**src/rtl/mc_mem_fetch_unit_if.sv**
```systemverilog
// Controller <-> memory/fetch unit bus: control strobes and operands in,
// fetched instruction, loaded data and PC state out.
interface mc_mem_fetch_unit_if;
  logic        PCWrite;
  logic        AdrSrc;
  logic        MemWrite;
  logic        IRWrite;
  logic [31:0] Result;
  logic [31:0] ALUOut;
  logic [31:0] WriteData;
  logic [31:0] PC;
  logic [31:0] Adr;
  logic [31:0] ReadData;
  logic [31:0] Instr;
  logic [31:0] Data;
  logic        addr_fault;

  modport master (
    output PCWrite, AdrSrc, MemWrite, IRWrite, Result, ALUOut, WriteData,
    input  PC, Adr, ReadData, Instr, Data, addr_fault
  );

  modport slave (
    input  PCWrite, AdrSrc, MemWrite, IRWrite, Result, ALUOut, WriteData,
    output PC, Adr, ReadData, Instr, Data, addr_fault
  );
endinterface

```
**src/rtl/mc_mem_fetch_unit.sv**
```systemverilog
// Memory-side responder of the multicycle core: PC, unified word-addressed
// memory, instruction and data registers, bench preload port, sticky fault flag.
module mc_mem_fetch_unit #(
  parameter int unsigned DEPTH = 64,
  parameter int unsigned AW    = 6
) (
  input  logic                 clk,
  input  logic                 reset,
  mc_mem_fetch_unit_if.slave   bus,
  input  logic                 load_en,
  input  logic [AW-1:0]        load_addr,
  input  logic [31:0]          load_data
);

  logic [31:0] mem [DEPTH];

  logic [31:0] pcQ, pcD;
  logic [31:0] instrQ, instrD;
  logic [31:0] dataQ;
  logic        faultQ, faultD;

  logic [31:0]   adr;
  logic [AW-1:0] wordIdx;
  logic [31:0]   readData;
  logic          accessActive;
  logic          highBitsSet;
  logic          accessBad;

  assign adr          = bus.AdrSrc ? bus.ALUOut : pcQ;
  assign wordIdx      = adr[AW+1:2];
  assign readData     = mem[wordIdx];
  assign accessActive = bus.MemWrite | bus.IRWrite | bus.AdrSrc;
  // Anything above the index range is an out-of-range access, not an alias.
  assign highBitsSet  = |(adr >> (AW + 2));
  assign accessBad    = accessActive & ((adr[1:0] != 2'b00) | highBitsSet);

  always_comb begin
    pcD    = pcQ;
    instrD = instrQ;
    faultD = faultQ;
    if (bus.PCWrite) begin
      pcD = bus.Result;
    end
    if (bus.IRWrite && !accessBad) begin
      instrD = readData;
    end
    if (accessBad) begin
      faultD = 1'b1;
    end
  end

  always_ff @(posedge clk) begin
    if (!reset) begin
      pcQ    <= 32'h0;
      instrQ <= 32'h0;
      dataQ  <= 32'h0;
      faultQ <= 1'b0;
    end else begin
      pcQ    <= pcD;
      instrQ <= instrD;
      dataQ  <= readData;
      faultQ <= faultD;
    end
  end

  // Preload wins over a store and works regardless of reset; contents survive reset.
  always_ff @(posedge clk) begin
    if (load_en) begin
      mem[load_addr] <= load_data;
    end else if (reset && bus.MemWrite && !accessBad) begin
      mem[wordIdx] <= bus.WriteData;
    end
  end

  assign bus.PC         = pcQ;
  assign bus.Adr        = adr;
  assign bus.ReadData   = readData;
  assign bus.Instr      = instrQ;
  assign bus.Data       = dataQ;
  assign bus.addr_fault = faultQ;

endmodule

```
**src/flat_wrapper.sv**
```systemverilog
// flat-port wrapper written by rule: the top's interface ports become plain ports
module mc_mem_fetch_unit_flat 
#(
  parameter int unsigned DEPTH = 64,
  parameter int unsigned AW    = 6
)
  (clk, reset, load_en, load_addr, load_data, bus_PCWrite, bus_AdrSrc, bus_MemWrite, bus_IRWrite, bus_Result, bus_ALUOut, bus_WriteData, bus_PC, bus_Adr, bus_ReadData, bus_Instr, bus_Data, bus_addr_fault);
  mc_mem_fetch_unit_if bus_i ();
  input  logic clk;
  input  logic reset;
  input  logic load_en;
  input  logic [AW-1:0] load_addr;
  input  logic [31:0] load_data;
  input wire logic [$bits(bus_i.PCWrite)-1:0] bus_PCWrite;
  input wire logic [$bits(bus_i.AdrSrc)-1:0] bus_AdrSrc;
  input wire logic [$bits(bus_i.MemWrite)-1:0] bus_MemWrite;
  input wire logic [$bits(bus_i.IRWrite)-1:0] bus_IRWrite;
  input wire logic [$bits(bus_i.Result)-1:0] bus_Result;
  input wire logic [$bits(bus_i.ALUOut)-1:0] bus_ALUOut;
  input wire logic [$bits(bus_i.WriteData)-1:0] bus_WriteData;
  output wire logic [$bits(bus_i.PC)-1:0] bus_PC;
  output wire logic [$bits(bus_i.Adr)-1:0] bus_Adr;
  output wire logic [$bits(bus_i.ReadData)-1:0] bus_ReadData;
  output wire logic [$bits(bus_i.Instr)-1:0] bus_Instr;
  output wire logic [$bits(bus_i.Data)-1:0] bus_Data;
  output wire logic [$bits(bus_i.addr_fault)-1:0] bus_addr_fault;
  assign bus_i.PCWrite = bus_PCWrite;
  assign bus_i.AdrSrc = bus_AdrSrc;
  assign bus_i.MemWrite = bus_MemWrite;
  assign bus_i.IRWrite = bus_IRWrite;
  assign bus_i.Result = bus_Result;
  assign bus_i.ALUOut = bus_ALUOut;
  assign bus_i.WriteData = bus_WriteData;
  assign bus_PC = bus_i.PC;
  assign bus_Adr = bus_i.Adr;
  assign bus_ReadData = bus_i.ReadData;
  assign bus_Instr = bus_i.Instr;
  assign bus_Data = bus_i.Data;
  assign bus_addr_fault = bus_i.addr_fault;
  mc_mem_fetch_unit #(.DEPTH(DEPTH), .AW(AW)) u_core (.clk(clk), .reset(reset), .bus(bus_i), .load_en(load_en), .load_addr(load_addr), .load_data(load_data));
endmodule
```
**config.mk**
```make
export PLATFORM = sky130hd
export DESIGN_NAME = mc_mem_fetch_unit_flat
export DESIGN_NICKNAME = d
export VERILOG_FILES = /design/src/rtl/mc_mem_fetch_unit_if.sv /design/src/rtl/mc_mem_fetch_unit.sv /design/src/flat_wrapper.sv
export SDC_FILE = /design/constraint.sdc
export NUM_CORES = 2
export LEC_CHECK = 0
export ABC_AREA = 1
export CAP_MARGIN = 15
export CORE_MARGIN = 3
export CORE_UTILIZATION = 40
export CTS_CLUSTER_DIAMETER = 120
export DETAILED_ROUTE_END_ITERATION = 7
export GPL_ROUTABILITY_DRIVEN = 0
export REMOVE_ABC_BUFFERS = 1
export SYNTH_ARGS = -nofsm -noshare
export SYNTH_HDL_FRONTEND = slang
export SYNTH_SLANG_ARGS = --single-unit
```
**constraint.sdc**
```tcl
create_clock -name clk -period 9.51 [get_ports clk]
set_input_delay 1.902 -clock clk [delete_from_list [all_inputs] [get_ports clk]]
set_output_delay 1.902 -clock clk [all_outputs]
set_load 0.005 [all_outputs]
```
==> results.json <==
{
  "status": "complete, but fails checks",
  "violations": "design-rule violations",
  "die_y_um": 482.5,
  "drv_cap": 0,
  "power.density_mw_per_mm2": 202.7,
  "numPortBuffers": 301,
  "drive_above_1_share_pct": 7.371,
  "grt-ovfl-total": 0,
  "grt_usage_pct": 24.02,
  "rsz0062_at_grt": "false",
  "wire_per_inst_um": 24.11,
  "path_cells": "buf_2 -> inv_6 -> nand2_1 -> nand2_4 -> buf_12 -> buf_4 -> nand2_1 -> nand2_1 -> nand2_1 -> nand3_1 -> nand3_1 -> nand3_1 -> nand3_1 -> nand2_1 -> clkdlybuf4s50_1",
  "yosysSeqAreaShare_pct": 69.85,
  "synth_top_cell_area_share_pct": 67.71,
  "ys_ff_latch": 2145,
  "yosys_warnings": 0,
  "synth-edff-count": 2048,
  "ioPinCount": 302,
  "critPathTopFamily": "buffers and inverters",
  "final_cell_mix": "nand2_1 (2666), edfxtp_1 (2048), nand3_1 (1541)",
  "cp_common_cell": "nand2_1",
  "fp-row-count": 174,
  "hold_class": "reg -> reg",
  "ys.flop_type": "edfxtp_1",
  "final_common_cell": "nand2_1",
  "cts-resized-gates": 0,
  "synth.area.top_cells": "edfxtp_1 (68%), nand2_1 (11%), nand3_1 (8.5%), inv_1 (4.4%), dfxtp_1 (2.1%)",
  "cts_sinks": 2145,
  "busiest_layer": "met2",
  "hold_buffers": 0,
  "routed_via_density": 5.292,
  "cpPeakStageDelay_ns": 0.75,
  "fin_util_pct": 46.55,
  "clk_latency_ns": 0.86,
  "ir_drop_mv": 0.1877,
  "relSlewSlack_pct": 20.20,
  "fmax_ghz": 0.1206,
  "tritoncts": "built",
  "ys_async_sr_fraction_pct": 0,
  "root_buffer": "clkbuf_16",
  "end_kind": "output pin",
  "nets": 8778,
  "final.period_utilization_pct": 87.16,
  "grt_use_met3_pct": 4.011,
  "clockBufferDepth": 3,
  "setup_ws_ns": 1.221,
  "grt_start_max_net_pins": 143,
  "drcViolationCount": 3,
  "dp_slack_ns": 1.260,
  "syn_avg_cell_area_um2": 10.79,
  "drt_iter0_drc": 7322,
  "synth.cell_area_mm2": 0.09082,
  "n_fill_cell": 20110,
  "finalCriticalPeriod_ns": 8.289,
  "worst_pin_slew_ns": 1.192,
  "start_util_pct": 40.31,
  "postCtsSetupRepairBufs": 0,
  "critPathSlowestCell": "clkdlybuf4s50_1",
  "use_met2_pct": 38.51,
  "finalSetupTns_ns": 0,
  "leakagePower_uw": 0.04073,
  "crit_type": "in -> out",
  "critPathRequiredTime_ns": 7.61,
  "slew_violations": 0,
  "grtUsageMet1_pct": 31.38,
  "hpwl_um": 156500,
  "netlist_instances": 8418,
  "fp.dieW_um": 482.5,
  "grt_pass1_wl_um": 409700,
  "skew_ns": 0.05728,
  "cp-start-kind": "input pin",
  "crit_arrival_ns": 6.39,
  "drt_wl_total_um": 285000,
  "hold_viol_final": 0,
  "coreArea_mm2": 0.2253,
  "yosys.area.top_type": "edfxtp_1",
  "cts_htree_levels": 4,
  "vias": 62550,
  "clk_pin_slew_ns": 0.06,
  "cts_inserted_buffers": 215,
  "crit_fanout": 83,
  "area_growth_syn_to_layout_pct": 15.50,
  "drtAntennaViolNets": 0,
  "finalSetupViolCount": 0,
  "yosysUniqueCellTypes": 31,
  "drtPass1Iterations": 8,
  "dieArea_mm2": 0.2328,
  "path_buf_inv": 5,
  "antenna_found_initial": 16,
  "grt_pass1_vias": 59720
}
==> synth_stat cells, types with 4 or more instances <==
| cell type | number |
|---|---|
| a21oi_1 | 42 |
| buf_1 | 44 |
| buf_2 | 298 |
| buf_4 | 27 |
| buf_6 | 6 |
| clkbuf_1 | 104 |
| dfxtp_1 | 97 |
| edfxtp_1 | 2048 |
| inv_1 | 1075 |
| inv_2 | 7 |
| mux2_2 | 32 |
| nand2_1 | 2668 |
| nand2_2 | 7 |
| nand3_1 | 1541 |
| nand3_2 | 7 |
| nand4_1 | 6 |
| nand4_2 | 8 |
| nor2_1 | 132 |
| nor2_2 | 4 |
| o211ai_1 | 175 |
| o21a_1 | 32 |
| o21ai_0 | 38 |
| o21ai_2 | 6 |
==> cells by family after synthesis <==
kind of cell | after synthesis | synth area share (%)
buffers and inverters | 1562 | 7.033
multiplexers | 32 | 0.3968
flip-flops | 2145 | 69.85
AND/OR/NAND/NOR | 4380 | 20.44
AO/OA/AOI/OAI | 299 | 2.280
==> worst register-to-register path: stages (launching register included) <==
cell,delay [ns]
dfxtp_1,0.34
nand2_1,0.08
nand2_1,0.19
inv_1,0.10
nand2_1,0.05
nor2_1,0.10
nand2_1,0.07
nor2_2,0.16
nand4_4,0.60
o21ai_2,0.77
nand3_2,0.52
nor2_4,1.01
buf_4,0.42
==> stage by stage <==
stage	std cells	hold WS, ns	power [uW]	cell area (um2)
6_report	11820	0.4767	21260	104900
3_3_place_gp	11410	0.4576	12810	97660
4_1_cts	11810	0.4764	21340	104900
2_1_floorplan	7939	0.4633	12600	88500
5_1_grt	11820	0.4960	21900	104900
3_5_place_dp	11410	0.4666	12840	97680
==> final timing paths <==
check / from / to / slack (ns) / cells after the start
max: bus_AdrSrc / bus_ReadData[24] / 1.22 / 15
min: u_core.bus.PC[14] / u_core.bus.PC[14] / 0.48 / 2
max reg2reg: u_core.bus.PC[22] / u_core.mem[55][11] / 4.74 / 12
min reg2reg: u_core.bus.PC[14] / u_core.bus.PC[14] / 0.48 / 2
==> cell type report <==
| class | instances | area (um2) | share of cell area, % |
|---|---|---|---|
| clock buffer | 250 | 5658 | 5.394 |
| clock inverter | 148 | 1514 | 1.443 |
| multi-input combinational | 4711 | 21550 | 20.54 |
| timing repair buffer | 481 | 4882 | 4.654 |
| inverter | 1083 | 4084 | 3.893 |
| antenna | 10 | 25.02 | 0.02386 |
| tap | 2992 | 3744 | 3.569 |
| sequential | 2145 | 63440 | 60.48 |
==> power by group <==
part	internal (uW)	switching, uW	leakage [uW]	total, uW
clock network	4900	3700	0.00350	8600
registers	10400	33.3	0.0192	10500
logic	625	1570	0.0180	2190
total	16000	5300	0.0407	21300
==> routing by layer <==
layer / part of all wire (%) / vias up
met4: 5.7 / 8
met3: 8.6 / 549
li1: - / 28620
met5: 0.016 / -
met1: 40 / 30470
met2: 46 / 2915
==> registers in the layout, indices dropped and copies added (netlist names) <==
| register | flops |
|---|---|
| u_core.bus.PC | 32 |
| u_core.bus.Instr | 32 |
| u_core.bus.Data | 32 |
| u_core.bus.addr_fault | 1 |
| u_core.mem | 2048 |
No activity file was read; power rests on OpenSTA's default activity.
